[config.mk]
export PLATFORM = sky130hd
export DESIGN_NAME = pingpong_core
export DESIGN_NICKNAME = d
export VERILOG_FILES = /design/src/rtl/pingpong_pkg.sv /design/src/rtl/pingpong_step_div.sv /design/src/rtl/pingpong_core.sv
export SDC_FILE = /design/constraint.sdc
export NUM_CORES = 1
export LEC_CHECK = 0
export ABC_CLOCK_PERIOD_IN_PS = 4800
export BUFFER_PORTS_ARGS = -buffer_cell sky130_fd_sc_hd__buf_2
export CAP_MARGIN = 20
export CORE_MARGIN = 2
export CORE_UTILIZATION = 45
export CTS_BUF_LIST = sky130_fd_sc_hd__clkbuf_2 sky130_fd_sc_hd__clkbuf_4 sky130_fd_sc_hd__clkbuf_8
export CTS_CLUSTER_DIAMETER = 40
export DETAILED_ROUTE_END_ITERATION = 7
export PLACE_DENSITY = 0.61
export SYNTH_ARGS = -nofsm -noshare
export SYNTH_HDL_FRONTEND = slang
export SYNTH_HIERARCHICAL = 1
export SYNTH_SLANG_ARGS = --single-unit
[constraint.sdc]
create_clock -name CLK -period 4.8 [get_ports CLK]
set_input_delay 0.48 -clock CLK [delete_from_list [all_inputs] [get_ports CLK]]
set_output_delay 0.48 -clock CLK [all_outputs]
set_load 0.01 [all_outputs]
[src/rtl/pingpong_pkg.sv]
// Shared state encoding and LED end-index helpers for the ping-pong controller.
package pingpong_pkg;

  typedef enum logic [2:0] {
    ST_IDLE = 3'b000,
    ST_TO_B = 3'b001,
    ST_TO_A = 3'b010,
    ST_PT_B = 3'b011,
    ST_PT_A = 3'b100,
    ST_OVER = 3'b101
  } state_t;

  localparam int B_END = 0;

  function automatic int a_end(input int n_led);
    return n_led - 1;
  endfunction

endpackage

[src/rtl/pingpong_step_div.sv]
// Ball-step timer: one-cycle step pulse every STEP_DIV cycles, or every
// STEP_DIV/2 cycles while the ball is in smash speed.
module pingpong_step_div #(
  parameter int STEP_DIV = 12500000
) (
  input  logic CLK,
  input  logic RST,
  input  logic clear,
  input  logic enable,
  input  logic fast,
  output logic step
);

  localparam int CW = $clog2(STEP_DIV);
  localparam logic [CW-1:0] LAST_NORM = CW'(STEP_DIV - 1);
  localparam logic [CW-1:0] LAST_FAST = CW'(STEP_DIV / 2 - 1);

  logic [CW-1:0] r_cnt;
  logic [CW-1:0] w_last;

  assign w_last = fast ? LAST_FAST : LAST_NORM;
  // >= so a speed change mid-count can never skip past the terminal value
  assign step   = enable && (r_cnt >= w_last);

  always_ff @(posedge CLK or posedge RST) begin
    if (RST) begin
      r_cnt <= '0;
    end else if (clear || step) begin
      r_cnt <= '0;
    end else if (enable) begin
      r_cnt <= r_cnt + CW'(1);
    end else begin
      r_cnt <= r_cnt;
    end
  end

endmodule

[src/rtl/pingpong_core.sv]
// Ping-pong game controller: ball position and timing, hit-window judging,
// foul/miss detection, scoring and game-over handling for players A and B.
module pingpong_core
  import pingpong_pkg::*;
#(
  parameter int N_LED     = 6,
  parameter int HIT_WIN   = 2,
  parameter int STEP_DIV  = 12500000,
  parameter int WIN_SCORE = 9,
  parameter int SW        = 4
) (
  input  logic             CLK,
  input  logic             RST,
  input  logic             CLR,
  input  logic             SERVE_A,
  input  logic             SERVE_B,
  input  logic             HIT_A,
  input  logic             HIT_B,
  input  logic             SMASH_A,
  input  logic             SMASH_B,
  output logic [N_LED-1:0] LED,
  output logic [SW-1:0]    SCOREA,
  output logic [SW-1:0]    SCOREB,
  output logic [2:0]       STATE,
  output logic             FAST,
  output logic             GAME_OVER,
  output logic             WINNER_A,
  output logic             WINNER_B
);

  localparam int               A_END    = a_end(N_LED);
  localparam logic [SW-1:0]    WIN      = SW'(WIN_SCORE);
  localparam logic [N_LED-1:0] LED_AT_A = N_LED'(1) << A_END;
  localparam logic [N_LED-1:0] LED_AT_B = N_LED'(1) << B_END;

  state_t           r_state, w_next_state;
  logic [N_LED-1:0] r_led, w_led_next;
  logic             r_fast, w_fast_next;
  logic [SW-1:0]    r_score_a, r_score_b, w_score_a_next, w_score_b_next;
  logic             w_step, w_div_clear, w_div_en;
  logic             w_a_key, w_b_key, w_in_a_win, w_in_b_win, w_game_won;

  assign w_a_key    = HIT_A | SMASH_A;
  assign w_b_key    = HIT_B | SMASH_B;
  assign w_in_b_win = |r_led[HIT_WIN:1];
  assign w_in_a_win = |r_led[A_END-1:A_END-HIT_WIN];
  assign w_game_won = (r_score_a == WIN) || (r_score_b == WIN);
  assign w_div_en   = (r_state == ST_TO_A) || (r_state == ST_TO_B);

  pingpong_step_div #(
    .STEP_DIV(STEP_DIV)
  ) u_step_div (
    .CLK   (CLK),
    .RST   (RST),
    .clear (w_div_clear),
    .enable(w_div_en),
    .fast  (r_fast),
    .step  (w_step)
  );

  always_ff @(posedge CLK or posedge RST) begin
    if (RST) begin
      r_state   <= ST_IDLE;
      r_led     <= '0;
      r_fast    <= 1'b0;
      r_score_a <= '0;
      r_score_b <= '0;
    end else begin
      r_state   <= w_next_state;
      r_led     <= w_led_next;
      r_fast    <= w_fast_next;
      r_score_a <= w_score_a_next;
      r_score_b <= w_score_b_next;
    end
  end

  always_comb begin
    w_next_state = r_state;
    if (CLR) begin
      w_next_state = ST_IDLE;
    end else begin
      case (r_state)
        ST_IDLE: begin
          if (w_game_won)   w_next_state = ST_OVER;
          else if (SERVE_A) w_next_state = ST_TO_B;
          else if (SERVE_B) w_next_state = ST_TO_A;
          else              w_next_state = ST_IDLE;
        end
        ST_TO_B: begin
          if (w_b_key)             w_next_state = w_in_b_win ? ST_TO_A : ST_PT_A;
          else if (r_led[B_END])   w_next_state = ST_PT_A;
          else                     w_next_state = ST_TO_B;
        end
        ST_TO_A: begin
          if (w_a_key)             w_next_state = w_in_a_win ? ST_TO_B : ST_PT_B;
          else if (r_led[A_END])   w_next_state = ST_PT_B;
          else                     w_next_state = ST_TO_A;
        end
        ST_PT_A, ST_PT_B: w_next_state = ST_IDLE;
        ST_OVER:          w_next_state = ST_OVER;
        default:          w_next_state = ST_IDLE;
      endcase
    end
  end

  // Keys coinciding with a step are judged on the current LED, so a key
  // branch never also shifts the ball.
  always_comb begin
    w_led_next     = r_led;
    w_fast_next    = r_fast;
    w_score_a_next = r_score_a;
    w_score_b_next = r_score_b;
    w_div_clear    = 1'b0;
    if (CLR) begin
      w_led_next     = '0;
      w_fast_next    = 1'b0;
      w_score_a_next = '0;
      w_score_b_next = '0;
      w_div_clear    = 1'b1;
    end else begin
      case (r_state)
        ST_IDLE: begin
          if (!w_game_won && (SERVE_A || SERVE_B)) begin
            w_led_next  = SERVE_A ? LED_AT_A : LED_AT_B;
            w_fast_next = 1'b0;
            w_div_clear = 1'b1;
          end else begin
            w_led_next  = '0;
          end
        end
        ST_TO_B: begin
          if (w_b_key && w_in_b_win) begin
            w_fast_next = SMASH_B;
            w_div_clear = 1'b1;
          end else if (w_b_key || r_led[B_END]) begin
            w_led_next  = '0;
            w_fast_next = 1'b0;
          end else if (w_step) begin
            w_led_next  = {1'b0, r_led[N_LED-1:1]};
          end else begin
            w_led_next  = r_led;
          end
        end
        ST_TO_A: begin
          if (w_a_key && w_in_a_win) begin
            w_fast_next = SMASH_A;
            w_div_clear = 1'b1;
          end else if (w_a_key || r_led[A_END]) begin
            w_led_next  = '0;
            w_fast_next = 1'b0;
          end else if (w_step) begin
            w_led_next  = {r_led[N_LED-2:0], 1'b0};
          end else begin
            w_led_next  = r_led;
          end
        end
        ST_PT_A: begin
          w_led_next     = '0;
          w_fast_next    = 1'b0;
          w_score_a_next = (r_score_a == WIN) ? r_score_a : r_score_a + SW'(1);
        end
        ST_PT_B: begin
          w_led_next     = '0;
          w_fast_next    = 1'b0;
          w_score_b_next = (r_score_b == WIN) ? r_score_b : r_score_b + SW'(1);
        end
        ST_OVER: begin
          w_led_next = '0;
        end
        default: begin
          w_led_next  = '0;
          w_fast_next = 1'b0;
        end
      endcase
    end
    GAME_OVER = (r_state == ST_OVER);
    WINNER_A  = GAME_OVER && (r_score_a == WIN);
    WINNER_B  = GAME_OVER && (r_score_b == WIN);
  end

  assign LED    = r_led;
  assign SCOREA = r_score_a;
  assign SCOREB = r_score_b;
  assign STATE  = r_state;
  assign FAST   = r_fast;

endmodule

# Word level (Yosys, flattened, before mapping)
# Cells that the tools add are included.
[word_totals]
register_bits = 42
inputBits = 9
output_inout_bits = 21
wordCells = 94
[op_classes]
add_sub_neg = 3
n_lt_le_gt_ge = 1
eq_ne = 17
mux = 42
n_bitwise = 2
reduce_logical = 23
[op_table]
columns = ["op", "n"]
rows = [
  ["$mux W24", 3],
  ["$mux W6", 9],
  ["$add A24 B1 Y24 const B", 1],
  ["$ge A24 B24 Y1", 1],
  ["$mux W4", 6],
  ["$pmux W6 S3", 1],
  ["$ne A4 B2 Y1 const B", 4],
  ["$mux W3", 5],
  ["$pmux W3 S4", 1],
  ["$mux W1", 11],
  ["$ne A3 B3 Y1 const B", 3],
  ["$add A4 B1 Y4 const B", 2],
  ["$eq A4 B4 Y1 const B", 2],
  ["$mux W2", 4],
  ["$reduce_and A4 Y1", 2],
  ["$eq A3 B2 Y1 const B", 2],
  ["$eq A3 B3 Y1 const B", 2],
  ["$logic_and A1 B1 Y1", 6],
  ["$logic_or A1 B1 Y1", 6],
  ["$ne A2 B2 Y1 const B", 3],
  ["$reduce_bool A2 Y1", 3],
  ["$pmux W1 S4", 1],
  ["$reduce_and A2 Y1", 2],
  ["$reduce_or A2 Y1", 2],
  ["5 further kinds", 6],
]

# Logic depth before layout (Yosys ltp)
[logic_depth]
ltp_word = 9
mapped_depth = 13
mapped_depth_nobuf = 12

# Cells and area by module
# The synthesis kept the hierarchy.
[by_module_without_submodules]
columns = ["mod", "instances", "cells_each", "area_per_inst_um2", "seq_area_each_um2"]
rows = [
  ["pingpong_step_div", 1, 156, 1477.7, 600.6],
  ["pingpong_core", 1, 134, 1223.7, 450.4],
]

# Least setup slack after synthesis
# Ideal clock, no wire load.
[synth_path]
kind = "register -> register"
start = "register r_state[0] (netlist: STATE[0])"
end = "register u_step_div.r_cnt[23]"
setup_ns = 0.118
arrival_time_ns = 2.181
required_ns = 4.682
path_slack_ns = 2.501
path_stages_with_launch = 12
path_buffers = 2
synth_period_minus_slack_ns = 2.299
path_cell_list = "dfrtp_1 > buf_2 > nand2b_1 > or2_1 > a21oi_1 > or3_1 > o2111a_1 > buf_2 > and3_1 > nand4_1 > xor2_1 > nor2_1"
[synth_via]
elab_chain_cells = 5
elab_cells_between_ends = 10
cone_classes = "eq/ne: 2; mux: 3; reduce/logical: 5"
[synth_lines]
columns = ["item", "line", "rtl"]
rows = [
  ["start: declaration", "pingpong_core.sv:36", "state_t r_state, w_next_state;"],
  ["start signal: assignment", "pingpong_core.sv:69", "r_state <= w_next_state;"],
  ["$eq A3 B2 Y1, or another cell as far along", "pingpong_core.sv:121", "case (r_state)"],
  ["$pmux W1 S3 *", "pingpong_core.sv:121", ""],
  ["$mux W1 *", "pingpong_core.sv:114", "if (CLR) begin"],
  ["net w_div_clear", "pingpong_core.sv:40", "logic w_step, w_div_clear, w_div_en;"],
  ["$logic_or A1 B1 Y1 *", "pingpong_step_div.sv:28", "end else if (clear || step) begin"],
  ["$mux W24 or $reduce_bool A2 Y1 (tied branches)", "-", ""],
  ["end signal: assignment", "pingpong_step_div.sv:31", "r_cnt <= r_cnt + CW'(1);"],
  ["end signal: assignment", "pingpong_step_div.sv:33", "r_cnt <= r_cnt;"],
  ["end: declaration", "pingpong_step_div.sv:18", "logic [CW-1:0] r_cnt;"],
]
# The timed path passes the listed nets; every way through them passes the cells marked *.
# A chain may end at the register's enable or synchronous reset.

# Final worst setup path
[layout_path]
start = "register r_score_a[1] (netlist: SCOREA[1])"
end = "register u_step_div.r_cnt[14]"
[layout_via]
elab_chain_cells = 9
elab_cells_between_ends = 10
cone_classes = "eq/ne: 1; mux: 4; reduce/logical: 5"
[layout_lines]
columns = ["item", "line", "rtl"]
rows = [
  ["start: declaration", "pingpong_core.sv:39", "logic [SW-1:0] r_score_a, r_score_b, w_score_a_next, w_score_b_next;"],
  ["start signal: assignment", "pingpong_core.sv:72", "r_score_a <= w_score_a_next;"],
  ["$eq A4 B4 Y1 *", "pingpong_core.sv:47", "assign w_game_won = (r_score_a == WIN) || (r_score_b == WIN);"],
  ["$logic_or A1 B1 Y1 *", "pingpong_core.sv:47", ""],
  ["$logic_not A1 Y1 *", "pingpong_core.sv:123", "if (!w_game_won && (SERVE_A || SERVE_B)) begin"],
  ["$logic_and A1 B1 Y1 *", "pingpong_core.sv:123", ""],
  ["$mux W1 *", "pingpong_core.sv:123", ""],
  ["$pmux W1 S3 *", "pingpong_core.sv:121", ""],
  ["$mux W1 *", "pingpong_core.sv:114", ""],
  ["net w_div_clear", "pingpong_core.sv:40", ""],
  ["$logic_or A1 B1 Y1 *", "pingpong_step_div.sv:28", ""],
  ["$mux W24 or $reduce_bool A2 Y1 (tied branches)", "-", ""],
]
# Marks and branches as above.

==> metrics.md <==
| Metric | Value |
|---|---|
| Rows | `28` |
| # resized after CTS | `0` |
| #FFs+latches synth | `42` |
| Worst EP arrival | `approximately 3.1 ns` |
| Flop-to-flop setup slack | `approximately 1.8 ns` |
| Fin nets | `338` |
| Initial drt markers | `83` |
| Ant diodes | `0` |
| Detail Placement HPWL | `between 4000 and 5000 um` |
| RD Place Congestion | `0.784` |
| FF-to-FF Start | `SCOREA[1]` |
| VDD IR max | `0.167 mV` |
| Max capacitance violation total | `0` |
| Critical path class | `reg2reg` |
| RSZ-0062 raised after global routing | `no` |
| Slew at the pin closest to its max-slew limit | `1.06 ns` |
| Crit end category | `register` |
| CTS tree | `built` |
| Clock tree buffer depth | `2` |
| GRT met1 Usage | `24.0%` |
| Share of Yosys cell area claimed by the top area cell type | `38.9%` |
| R2R Path End | `u_step_div/r_cnt[14]` |
| Starting Density | `46.2%` |
| Synth unique cells | `51` |
| Fin. Hold Viols | `0` |
| GR Overflow Total | `0` |
| Port Buf Inserts | `29` |
| Worst min path class | `in2async` |
| Die Wd | `~80 um` |
| DRC | `0` |
| DIE AREA | `0.00664 mm^2` |
| Skew final | `0.0106 ns` |
| Clock latency on the worst-skew pair | `0.29 ns` |
| First-pass GRT wire length | `9670 um` |
| Asr flop ratio synth | `100%` |
| IO Count | `30` |
| Synth warn | `6` |
| Cells after Synth | `290` |
| Synthesized area | `0.00270 mm^2` |
| Reg2reg path depth | `12` |
| Met2 usage | `between 30% and 40%` |
| Sequential share of the synthesized area | `38.9%` |
| Setup TNS | `0 ns` |
| Main synth FF type | `dfrtp_1` |
| Length of the first detailed-routing pass in iterations | `5` |
| Max transition margin | `29.2%` |
| Syn_nets | `between 300 and 400` |
| DR vias/cell | `5.47` |
| WP buf/inv | `1` |
| Top-count cell post-synth | `nor2_1` |
| Final period utilization | `62.1%` |
| Clock period minus worst slack | `between 2 and 3 ns` |
| Initial antenna violation count | `0` |
| H-tree Lvls | `2` |
| Clk sink count | `42` |
| Chip height | `81.5 um` |
| Ratio of cells with drive above 1 in the final layout | `17.1%` |
| Slew Viols, Final | `0` |
| LEAKAGE | `1.42 nW` |
| Final WL | `5680 um` |
| Post-synth top area cell | `dfrtp_1` |
| Largest net degree at the start of global routing | `25` |
| Worst EP required | `roughly 5 ns` |
| DP Area | `0.00286 mm^2` |
| Core Area | `0.00585 mm^2` |
| Critical Path Most Common Cell | `nor2_1` |
| Status | `finished clean` |
| CTS clk-pin slew, worst paths | `0.09 ns` |
| Crit-path leading delay family | `compound AO/OA/AOI/OAI gates` |
| Post-CTS Hold Buffers | `0` |
| Layout area overhead | `11.3%` |
| DRT antenna net count | `0` |
| # setup viols final | `0` |
| Pwr per Cell Area | `278 mW/mm^2` |
| Startpoint types | `register` |
| DR vias | `2139` |
| Crit-path slowest cell | `a311oi_4` |
| Commonest cells post-synth | `47 x nor2_1, 42 x dfrtp_1, 22 x nand2_1, 21 x xor2_1, 15 x nand3_1` |
| Crit-path cells | `inv_1 -> ha_1 -> and3b_1 -> nor2_1 -> nand2_1 -> nor2_1 -> or3_1 -> nor2_1 -> o21a_1 -> o31a_1 -> a311oi_4 -> nor2_1` |
| Mean Syn Cell Area | `9.31 um^2` |
| Design area | `0.00301 mm^2` |
| Post-synth EDFFs | `0` |
| All-Layer GR Usage | `a little under a fifth` |
| Routed length per instance | `around 15 um` |
| Most used routing layer | `met2` |
| CTS buffer count | `5` |
| Critical path peak fanout | `23` |
| Largest cells by area after synthesis | `dfrtp_1 39%, xor2_1 6.8%, nor2_1 6.5%` |
| Root Driver | `clkbuf_8` |
| Slowest cell delay on critical path | `0.86 ns` |
| Vias in the first global route | `between 2k and 2.5k` |
| GRT met3 Usage | `3.85%` |
| Post-CTS Setup Bufs | `0` |
| Fmax | `0.336 GHz` |
-- report_power, final --
part           internal, mW  switching, mW  total [mW]
registers             0.363         0.0174       0.381
logic                0.0401         0.0682       0.108
clock network         0.222          0.124       0.346
total                 0.625          0.210       0.835
-- worst max path at each step --
stage | end | slack (ns) | cells after the start | from
after global routing | u_step_div/r_cnt[14] | 1.50 | 12 | SCOREA[1]
after global placement | u_step_div/r_cnt[19] | 1.91 | 11 | SCOREA[0]
after detailed placement | u_step_div/r_cnt[14] | 1.83 | 11 | SCOREA[0]
after CTS | u_step_div/r_cnt[14] | 1.79 | 12 | SCOREA[1]
after floorplan | u_step_div/r_cnt[23] | 2.50 | 11 | STATE[0]
final | u_step_div/r_cnt[14] | 1.82 | 12 | SCOREA[1]
-- cell type report --
type / instances / area [um^2]
clock buffer: 6 / 82.6
clock inverter: 2 / 60.1
fill: 551 / 2840
inverter: 10 / 37.5
multi-input combinational: 227 / 1540
sequential: 42 / 1050
tap: 75 / 93.8
timing repair buffer: 29 / 145
-- flip-flops by register name (all words and copies together), names as in the netlist --
| signal | flops |
|---|---|
| u_step_div/r_cnt | 24 |
| LED | 6 |
| SCOREA | 4 |
| SCOREB | 4 |
| STATE | 3 |
| FAST | 1 |
-- cells by family after synthesis --
family | Yosys count | share of synthesized area, %
compound gates | 39 | 10.9
xor+xnor | 29 | 9.40
fa+ha+maj | 14 | 6.48
buf+inv | 21 | 4.21
flops | 42 | 38.9
mux | 6 | 3.34
simple gates | 139 | 26.8
-- through the flow --
step | worst slack [ns] | hold WS [ns] | utilization [%] | cells | power (mW)
floorplan | 2.50 | 0.419 | - | 290 | 0.479
global placement | 1.91 | 0.534 | 49.0 | 383 | 0.497
detailed placement | 1.83 | 0.532 | 49.0 | 383 | 0.497
CTS | 1.79 | 0.325 | 51.4 | 391 | 0.848
global route | 1.50 | 0.361 | 51.4 | 391 | 0.882
finish | 1.82 | 0.297 | 51.4 | 391 | 0.835
-- placed cells by master (no fill, tap or decap), drive strengths merged, types with 3 or more instances in the layout --
cell type  Yosys  routed
o31a           3       3
a211oi         4       4
nor3           9       9
nand4          6       6
xnor2          8       8
a21oi          8       8
buf            8      29
inv           10      10
xor2          21      21
ha            14      14
and4           3       3
a22oi          4       4
clkbuf         3       6
nand3         15      15
mux2           6       6
nand2         22      22
dfrtp         42      42
nand2b         4       4
nand3b         3       3
and3           5       5
o21ai          7       7
nor2          51      51
nor2b         10      10
-- routing by layer --
metal  vias to the layer above  part of all wire [%]
li1                       1056                     -
met3                         8                   2.8
met4                         0                   1.3
met1                      1035                    47
met5                         -                     0
met2                        40                    49
(Power assumes the default switching activity.)
